===== config.mk =====
export PLATFORM = sky130hd
export DESIGN_NAME = b13_serial_rx_flat
export DESIGN_NICKNAME = d
export VERILOG_FILES = /design/src/rtl/b13_serial_rx_if.sv /design/src/rtl/b13_serial_rx.sv /design/src/flat_wrapper.sv
export SDC_FILE = /design/constraint.sdc
export NUM_CORES = 1
export LEC_CHECK = 0
export ABC_AREA = 1
export CORE_MARGIN = 5
export CORE_UTILIZATION = 60
export CTS_CLUSTER_SIZE = 24
export DETAILED_ROUTE_END_ITERATION = 10
export GPL_TIMING_DRIVEN = 0
export PLACE_DENSITY = 0.84
export SLEW_MARGIN = 25
export SYNTH_ARGS = -nofsm -noshare
export SYNTH_HDL_FRONTEND = slang
export SYNTH_SLANG_ARGS = --single-unit

===== constraint.sdc =====
create_clock -name clock -period 3.1 [get_ports clock]
set_input_delay 0.31 -clock clock [delete_from_list [all_inputs] [get_ports clock]]
set_output_delay 0.31 -clock clock [all_outputs]
set_load 0.03 [all_outputs]

===== src/rtl/b13_serial_rx_if.sv =====
// ----------------------------------------------------------------------------
// b13_serial_rx_if
// Purpose : Groups the serial line, the receive-buffer handshake and the status
//           flags of the b13 serial receiver into one bundle.
// Signals : serial_in  - serial line from the transmitter (idles high)
//           rx_ack     - consumer acknowledge of rx_data
//           rx_data    - last received byte (first data bit in bit 7)
//           rx_valid   - rx_data holds an unacknowledged byte
//           frame_err  - one-cycle pulse on a framing error
//           overrun    - sticky, a completed byte was dropped
//           dsr        - ready-to-receive indication back to the transmitter
//           busy       - receiver FSM is inside a frame
// Modports: slave  - the receiver itself
//           master - the environment (transmitter line + byte consumer)
// ----------------------------------------------------------------------------
interface b13_serial_rx_if;
  logic       serial_in;
  logic       rx_ack;
  logic [7:0] rx_data;
  logic       rx_valid;
  logic       frame_err;
  logic       overrun;
  logic       dsr;
  logic       busy;

  modport slave (
    input  serial_in,
    input  rx_ack,
    output rx_data,
    output rx_valid,
    output frame_err,
    output overrun,
    output dsr,
    output busy
  );

  modport master (
    output serial_in,
    output rx_ack,
    input  rx_data,
    input  rx_valid,
    input  frame_err,
    input  overrun,
    input  dsr,
    input  busy
  );
endinterface


===== src/rtl/b13_serial_rx.sv =====
// ----------------------------------------------------------------------------
// b13_serial_rx
// Purpose : Receives frames produced by the b13 ADC-to-serial transmitter and
//           reassembles bytes into a one-entry buffer with a valid/ack
//           handshake. Frame: one-cycle low start pulse, 8 data bits MSB
//           first, stop bit 1; each bit is a one-cycle pulse every
//           P = DELAY_TIME+2 clocks, line idles high in between.
// Ports   : clock  - rising-edge clock
//           reset  - synchronous, active-high reset
//           bus    - b13_serial_rx_if.slave (serial_in, rx_ack, rx_data,
//                    rx_valid, frame_err, overrun, dsr, busy)
// Params  : DELAY_TIME - transmitter delay count, legal 1..1021
//           CNT_W      - width of the bit-timing counter
// Option  : B13_RX_GLITCH_CHECK_EN - when defined, a low on serial_in at any
//           non-sample edge inside a frame aborts the frame with frame_err.
// ----------------------------------------------------------------------------
module b13_serial_rx #(
  parameter int DELAY_TIME = 104,
  parameter int CNT_W      = 10
) (
  input  logic              clock,
  input  logic              reset,
  b13_serial_rx_if.slave    bus
);

  // Last counter value of a bit period; the sample edge is where cnt hits it.
  localparam logic [CNT_W-1:0] CNT_LAST = CNT_W'(DELAY_TIME + 1);

  typedef enum logic [1:0] {
    ST_IDLE = 2'd0,
    ST_DATA = 2'd1,
    ST_STOP = 2'd2
  } state_e;

  state_e           state_q,     state_d;
  logic [CNT_W-1:0] cnt_q,       cnt_d;
  logic [2:0]       bit_idx_q,   bit_idx_d;
  logic [7:0]       shift_q,     shift_d;
  logic [7:0]       rx_data_q,   rx_data_d;
  logic             rx_valid_q,  rx_valid_d;
  logic             frame_err_q, frame_err_d;
  logic             overrun_q,   overrun_d;
  logic             busy_q,      busy_d;
  logic             sample_s;
  logic             complete_s;

  // Frame FSM: start detection, bit timing, data shifting and stop check.
  always_comb begin
    state_d     = state_q;
    cnt_d       = cnt_q;
    bit_idx_d   = bit_idx_q;
    shift_d     = shift_q;
    frame_err_d = 1'b0;
    complete_s  = 1'b0;
    sample_s    = (cnt_q == CNT_LAST);

    case (state_q)
      ST_IDLE: begin
        cnt_d     = {CNT_W{1'b0}};
        bit_idx_d = 3'd0;
        if (bus.serial_in == 1'b0) begin
          state_d = ST_DATA;
        end else begin
          state_d = ST_IDLE;
        end
      end

      ST_DATA: begin
        if (sample_s) begin
          // Reload on the sample edge so cnt never exceeds CNT_LAST.
          cnt_d = {CNT_W{1'b0}};
          shift_d[3'd7 - bit_idx_q] = bus.serial_in;
          if (bit_idx_q == 3'd7) begin
            state_d = ST_STOP;
          end else begin
            bit_idx_d = bit_idx_q + 3'd1;
          end
        end else begin
          cnt_d = cnt_q + CNT_W'(1);
`ifdef B13_RX_GLITCH_CHECK_EN
          // A low between sample points aborts the frame; it is not a start.
          if (bus.serial_in == 1'b0) begin
            frame_err_d = 1'b1;
            state_d     = ST_IDLE;
            cnt_d       = {CNT_W{1'b0}};
            bit_idx_d   = 3'd0;
          end else begin
            state_d = ST_DATA;
          end
`endif
        end
      end

      ST_STOP: begin
        if (sample_s) begin
          cnt_d     = {CNT_W{1'b0}};
          bit_idx_d = 3'd0;
          state_d   = ST_IDLE;
          if (bus.serial_in == 1'b1) begin
            complete_s = 1'b1;
          end else begin
            frame_err_d = 1'b1;
          end
        end else begin
          cnt_d = cnt_q + CNT_W'(1);
`ifdef B13_RX_GLITCH_CHECK_EN
          if (bus.serial_in == 1'b0) begin
            frame_err_d = 1'b1;
            state_d     = ST_IDLE;
            cnt_d       = {CNT_W{1'b0}};
            bit_idx_d   = 3'd0;
          end else begin
            state_d = ST_STOP;
          end
`endif
        end
      end

      default: begin
        state_d   = ST_IDLE;
        cnt_d     = {CNT_W{1'b0}};
        bit_idx_d = 3'd0;
      end
    endcase

    busy_d = (state_d != ST_IDLE);
  end

  // Receive buffer: load on completion, clear on ack, flag dropped bytes.
  always_comb begin
    rx_data_d  = rx_data_q;
    rx_valid_d = rx_valid_q;
    overrun_d  = overrun_q;

    if (complete_s) begin
      // An ack on the completion edge frees the slot for the new byte.
      if ((rx_valid_q == 1'b0) || (bus.rx_ack == 1'b1)) begin
        rx_data_d  = shift_d;
        rx_valid_d = 1'b1;
      end else begin
        overrun_d = 1'b1;
      end
    end else if ((rx_valid_q == 1'b1) && (bus.rx_ack == 1'b1)) begin
      rx_valid_d = 1'b0;
    end else begin
      rx_valid_d = rx_valid_q;
    end
  end

  // State and output registers with synchronous reset.
  always_ff @(posedge clock) begin
    if (reset) begin
      state_q     <= ST_IDLE;
      cnt_q       <= {CNT_W{1'b0}};
      bit_idx_q   <= 3'd0;
      shift_q     <= 8'h00;
      rx_data_q   <= 8'h00;
      rx_valid_q  <= 1'b0;
      frame_err_q <= 1'b0;
      overrun_q   <= 1'b0;
      busy_q      <= 1'b0;
    end else begin
      state_q     <= state_d;
      cnt_q       <= cnt_d;
      bit_idx_q   <= bit_idx_d;
      shift_q     <= shift_d;
      rx_data_q   <= rx_data_d;
      rx_valid_q  <= rx_valid_d;
      frame_err_q <= frame_err_d;
      overrun_q   <= overrun_d;
      busy_q      <= busy_d;
    end
  end

  assign bus.rx_data   = rx_data_q;
  assign bus.rx_valid  = rx_valid_q;
  assign bus.frame_err = frame_err_q;
  assign bus.overrun   = overrun_q;
  assign bus.busy      = busy_q;
  // dsr tracks the buffer combinationally so the transmitter sees it at once.
  assign bus.dsr       = ~rx_valid_q;

endmodule

===== src/flat_wrapper.sv =====
// flat-port wrapper written by rule: the top's interface ports become plain ports
module b13_serial_rx_flat 
#(
  parameter int DELAY_TIME = 104,
  parameter int CNT_W      = 10
)
  (clock, reset, bus_serial_in, bus_rx_ack, bus_rx_data, bus_rx_valid, bus_frame_err, bus_overrun, bus_dsr, bus_busy);
  b13_serial_rx_if bus_i ();
  input  logic clock;
  input  logic reset;
  input wire logic [$bits(bus_i.serial_in)-1:0] bus_serial_in;
  input wire logic [$bits(bus_i.rx_ack)-1:0] bus_rx_ack;
  output wire logic [$bits(bus_i.rx_data)-1:0] bus_rx_data;
  output wire logic [$bits(bus_i.rx_valid)-1:0] bus_rx_valid;
  output wire logic [$bits(bus_i.frame_err)-1:0] bus_frame_err;
  output wire logic [$bits(bus_i.overrun)-1:0] bus_overrun;
  output wire logic [$bits(bus_i.dsr)-1:0] bus_dsr;
  output wire logic [$bits(bus_i.busy)-1:0] bus_busy;
  assign bus_i.serial_in = bus_serial_in;
  assign bus_i.rx_ack = bus_rx_ack;
  assign bus_rx_data = bus_i.rx_data;
  assign bus_rx_valid = bus_i.rx_valid;
  assign bus_frame_err = bus_i.frame_err;
  assign bus_overrun = bus_i.overrun;
  assign bus_dsr = bus_i.dsr;
  assign bus_busy = bus_i.busy;
  b13_serial_rx #(.DELAY_TIME(DELAY_TIME), .CNT_W(CNT_W)) u_core (.clock(clock), .reset(reset), .bus(bus_i));
endmodule

==> results.sh <==
export IMPL_status="completed"
export IMPL_io_buffers=16
export IMPL_power_mw=0.740
export IMPL_antenna_found_initial=0
export IMPL_via_per_inst=4.97
export IMPL_final_min_clock_period_ns=1.87
export IMPL_yosysSeqAreaShare_pct=41.0
export IMPL_clkSinkCount=35
export IMPL_drv_cap=0
export IMPL_ctsLongestPathBuffers=2
export IMPL_final_max_slew_viol_count=0
export IMPL_synth_area_leaders="dfxtp_1, nand2_1, inv_1, nor2_1, ha_1"
export IMPL_core_area_um2=2730
export IMPL_num_antenna_cells=0
export IMPL_die_x_um=63.4
export IMPL_die_area_um2=4010
export IMPL_async_flop_share_pct=0
export IMPL_fin_nets=278
export IMPL_clock_latency_ns=0.35
export IMPL_hold_viol_final=0
export IMPL_cts_root_buf="clkbuf_4"
export IMPL_avgSynthCellArea_um2=7.03
export IMPL_synth_most_common_cell="nand2_1"
export IMPL_finalCritPeriodShare_pct=60.5
export IMPL_synth_cell_types=26
export IMPL_cp_start_kind="flop"
export IMPL_whs_ns=0.455
export IMPL_rows=19
export IMPL_cp_max_fo=9
export IMPL_grt_pass1_vias=1374
export IMPL_fmax_ghz=0.533
export IMPL_ioPinCount=17
export IMPL_drt_iter0_drc=54
export IMPL_wl_um=3140
export IMPL_yosysTopAreaCell="dfxtp_1"
export IMPL_crit_required_ns=3.35
export IMPL_synthCells=243
export IMPL_synth_seq_cells=35
export IMPL_dpl_hpwl_um=2300
export IMPL_endpoint_kind="flop"
export IMPL_clk_pin_slew_ns=0.10
export IMPL_yosys_warnings=0
export IMPL_place_gp_congestion=0.864
export IMPL_htreeDepth=2
export IMPL_drc_errors=0
export IMPL_wl_per_cell_um=10.6
export IMPL_start_util_pct=62.5
export IMPL_worstPathArrival_ns=2.12
export IMPL_post_cts_repair_setup_buffers=0
export IMPL_p_leak_nw=0.867
export IMPL_power_density_nw_per_um2=378
export IMPL_grt_max_degree=11
export IMPL_setup_violations_final=0
export IMPL_first_pass_iters=4
export IMPL_grt_pass1_wl_um=5660
export IMPL_ys_flop_type="dfxtp_1"
export IMPL_fin_util_pct=71.6
export IMPL_cts_resized=0
export IMPL_fin_setup_tns_ns=0
export IMPL_grtUsageTotal_pct=17.5
export IMPL_syn_num_nets=255
export IMPL_synth_edff_count=0
export IMPL_gr_total_overflow=0
export IMPL_synth_common_cells="nand2_1, inv_1, dfxtp_1, nor2_1, nand3_1"
export IMPL_worst_pin_slew_ns=0.580
export IMPL_num_vias=1482
export IMPL_hold_path_class="reg2reg"
export IMPL_cts_buffers=5
export IMPL_area_delta_synth_final_pct=14.6
export IMPL_grt_setup_unrepaired="false"
export IMPL_worstSetupPathType="reg2reg"
export IMPL_skew_ns=0.00370
export IMPL_ant_nets=0
export IMPL_cts_tree="yes"
export IMPL_hold_buffers=0
export IMPL_drive_gt1_share_pct=5.99
export IMPL_dieHeight_um=63.4
export IMPL_netlist_area_um2=1710
export IMPL_slew_headroom_pct=61.2
export IMPL_peakVddDrop_v=0.000332
export IMPL_synth_top_cell_area_share_pct=41.0
cell type report:
class                           instances  area [um^2]
Clock inverter                          1         5.00
Clock buffer                            7         45.0
Buffer                                  4         30.0
Inverter                               41          154
Multi-Input combinational cell        163          823
Timing Repair Buffer                   16          160
Sequential cell                        35          701
Fill cell                             224          777
Tap cell                               31         38.8
where the power goes:
group / total, mW / internal (mW) / leakage (nW) / switching [mW]
clock network: 0.241 / 0.0883 / 0.0293 / 0.153
logic: 0.0421 / 0.0133 / 0.555 / 0.0288
registers: 0.457 / 0.453 / 0.283 / 0.00355
routing by layer:
| metal | routed length [um] | GRT usage, % | vias to the layer above |
|---|---|---|---|
| met5 | 0 | 0 | - |
| met4 | 76 | 9.35 | 0 |
| met3 | 194 | 6.04 | 10 |
| met2 | 1380 | 27.3 | 31 |
| met1 | 1500 | 20.9 | 637 |
| li1 | - | - | 804 |
metrics by stage:
stage | setup WS [ns] | cell area [um^2] | cells
after floorplan | 1.61 | 1710 | 243
after global placement | 1.22 | 1910 | 290
after detailed placement | 1.19 | 1910 | 290
after CTS | 1.28 | 1960 | 298
after global routing | 1.01 | 1960 | 298
final | 1.23 | 1960 | 298
logic make-up (layout without fill, tap and decap cells):
family | after synthesis | after routing | synth area share (%)
AOI/OAI and AO/OA | 22 | 22 | 7.03
xor gates and xnor gates | 2 | 2 | 1.03
adders and majority gates | 8 | 8 | 5.86
buffers and inverters | 45 | 69 | 10.8
DFF | 35 | 35 | 41.0
and+or+nand+nor | 131 | 131 | 34.3
state kept, by name (all words and copies together), names as in the netlist, 2 cells and up:
register,cells
u_core.cnt_q,10
u_core.shift_q,8
u_core.bit_idx_q,3
u_core.state_q,2
u_core.bus.rx_data,8
worst max-delay path, stage by stage (launching register included):
cell and delay (ns):
dfxtp_1 0.35, inv_1 0.10, ha_1 0.27, inv_1 0.10
nor2_1 0.46, nand4_1 0.21, a21oi_1 0.23, nor2_1 0.05
placed cells by master, fill, tap and decap left out, types with 2 or more instances in the layout:
cell / netlist / routed
nand2_1: 60 / 60
inv_1: 37 / 37
nor2_1: 35 / 35
dfxtp_1: 35 / 35
nand3_1: 18 / 18
clkdlybuf4s50_1: 0 / 16
a21oi_1: 15 / 15
nand4_1: 8 / 8
ha_1: 8 / 8
clkbuf_4: 0 / 5
nor3_1: 3 / 3
clkbuf_1: 1 / 3
inv_2: 2 / 2
clkinv_1: 2 / 2
nand3_2: 2 / 2
o21bai_1: 2 / 2
nor3b_1: 2 / 2
buf_4: 2 / 2
o21ai_0: 2 / 2
path summary, 6_finish.rpt:
kind,from,endpoint,slack (ns),depth (start not counted)
worst max register to register,u_core.state_q[1],u_core.bus.rx_data[3],1.23,7
worst max-delay path,u_core.state_q[1],u_core.bus.rx_data[3],1.23,7
worst min register to register,u_core.bus.overrun,u_core.bus.overrun,0.46,2
worst min-delay path,u_core.bus.overrun,u_core.bus.overrun,0.46,2
(Power assumes the default switching activity.)
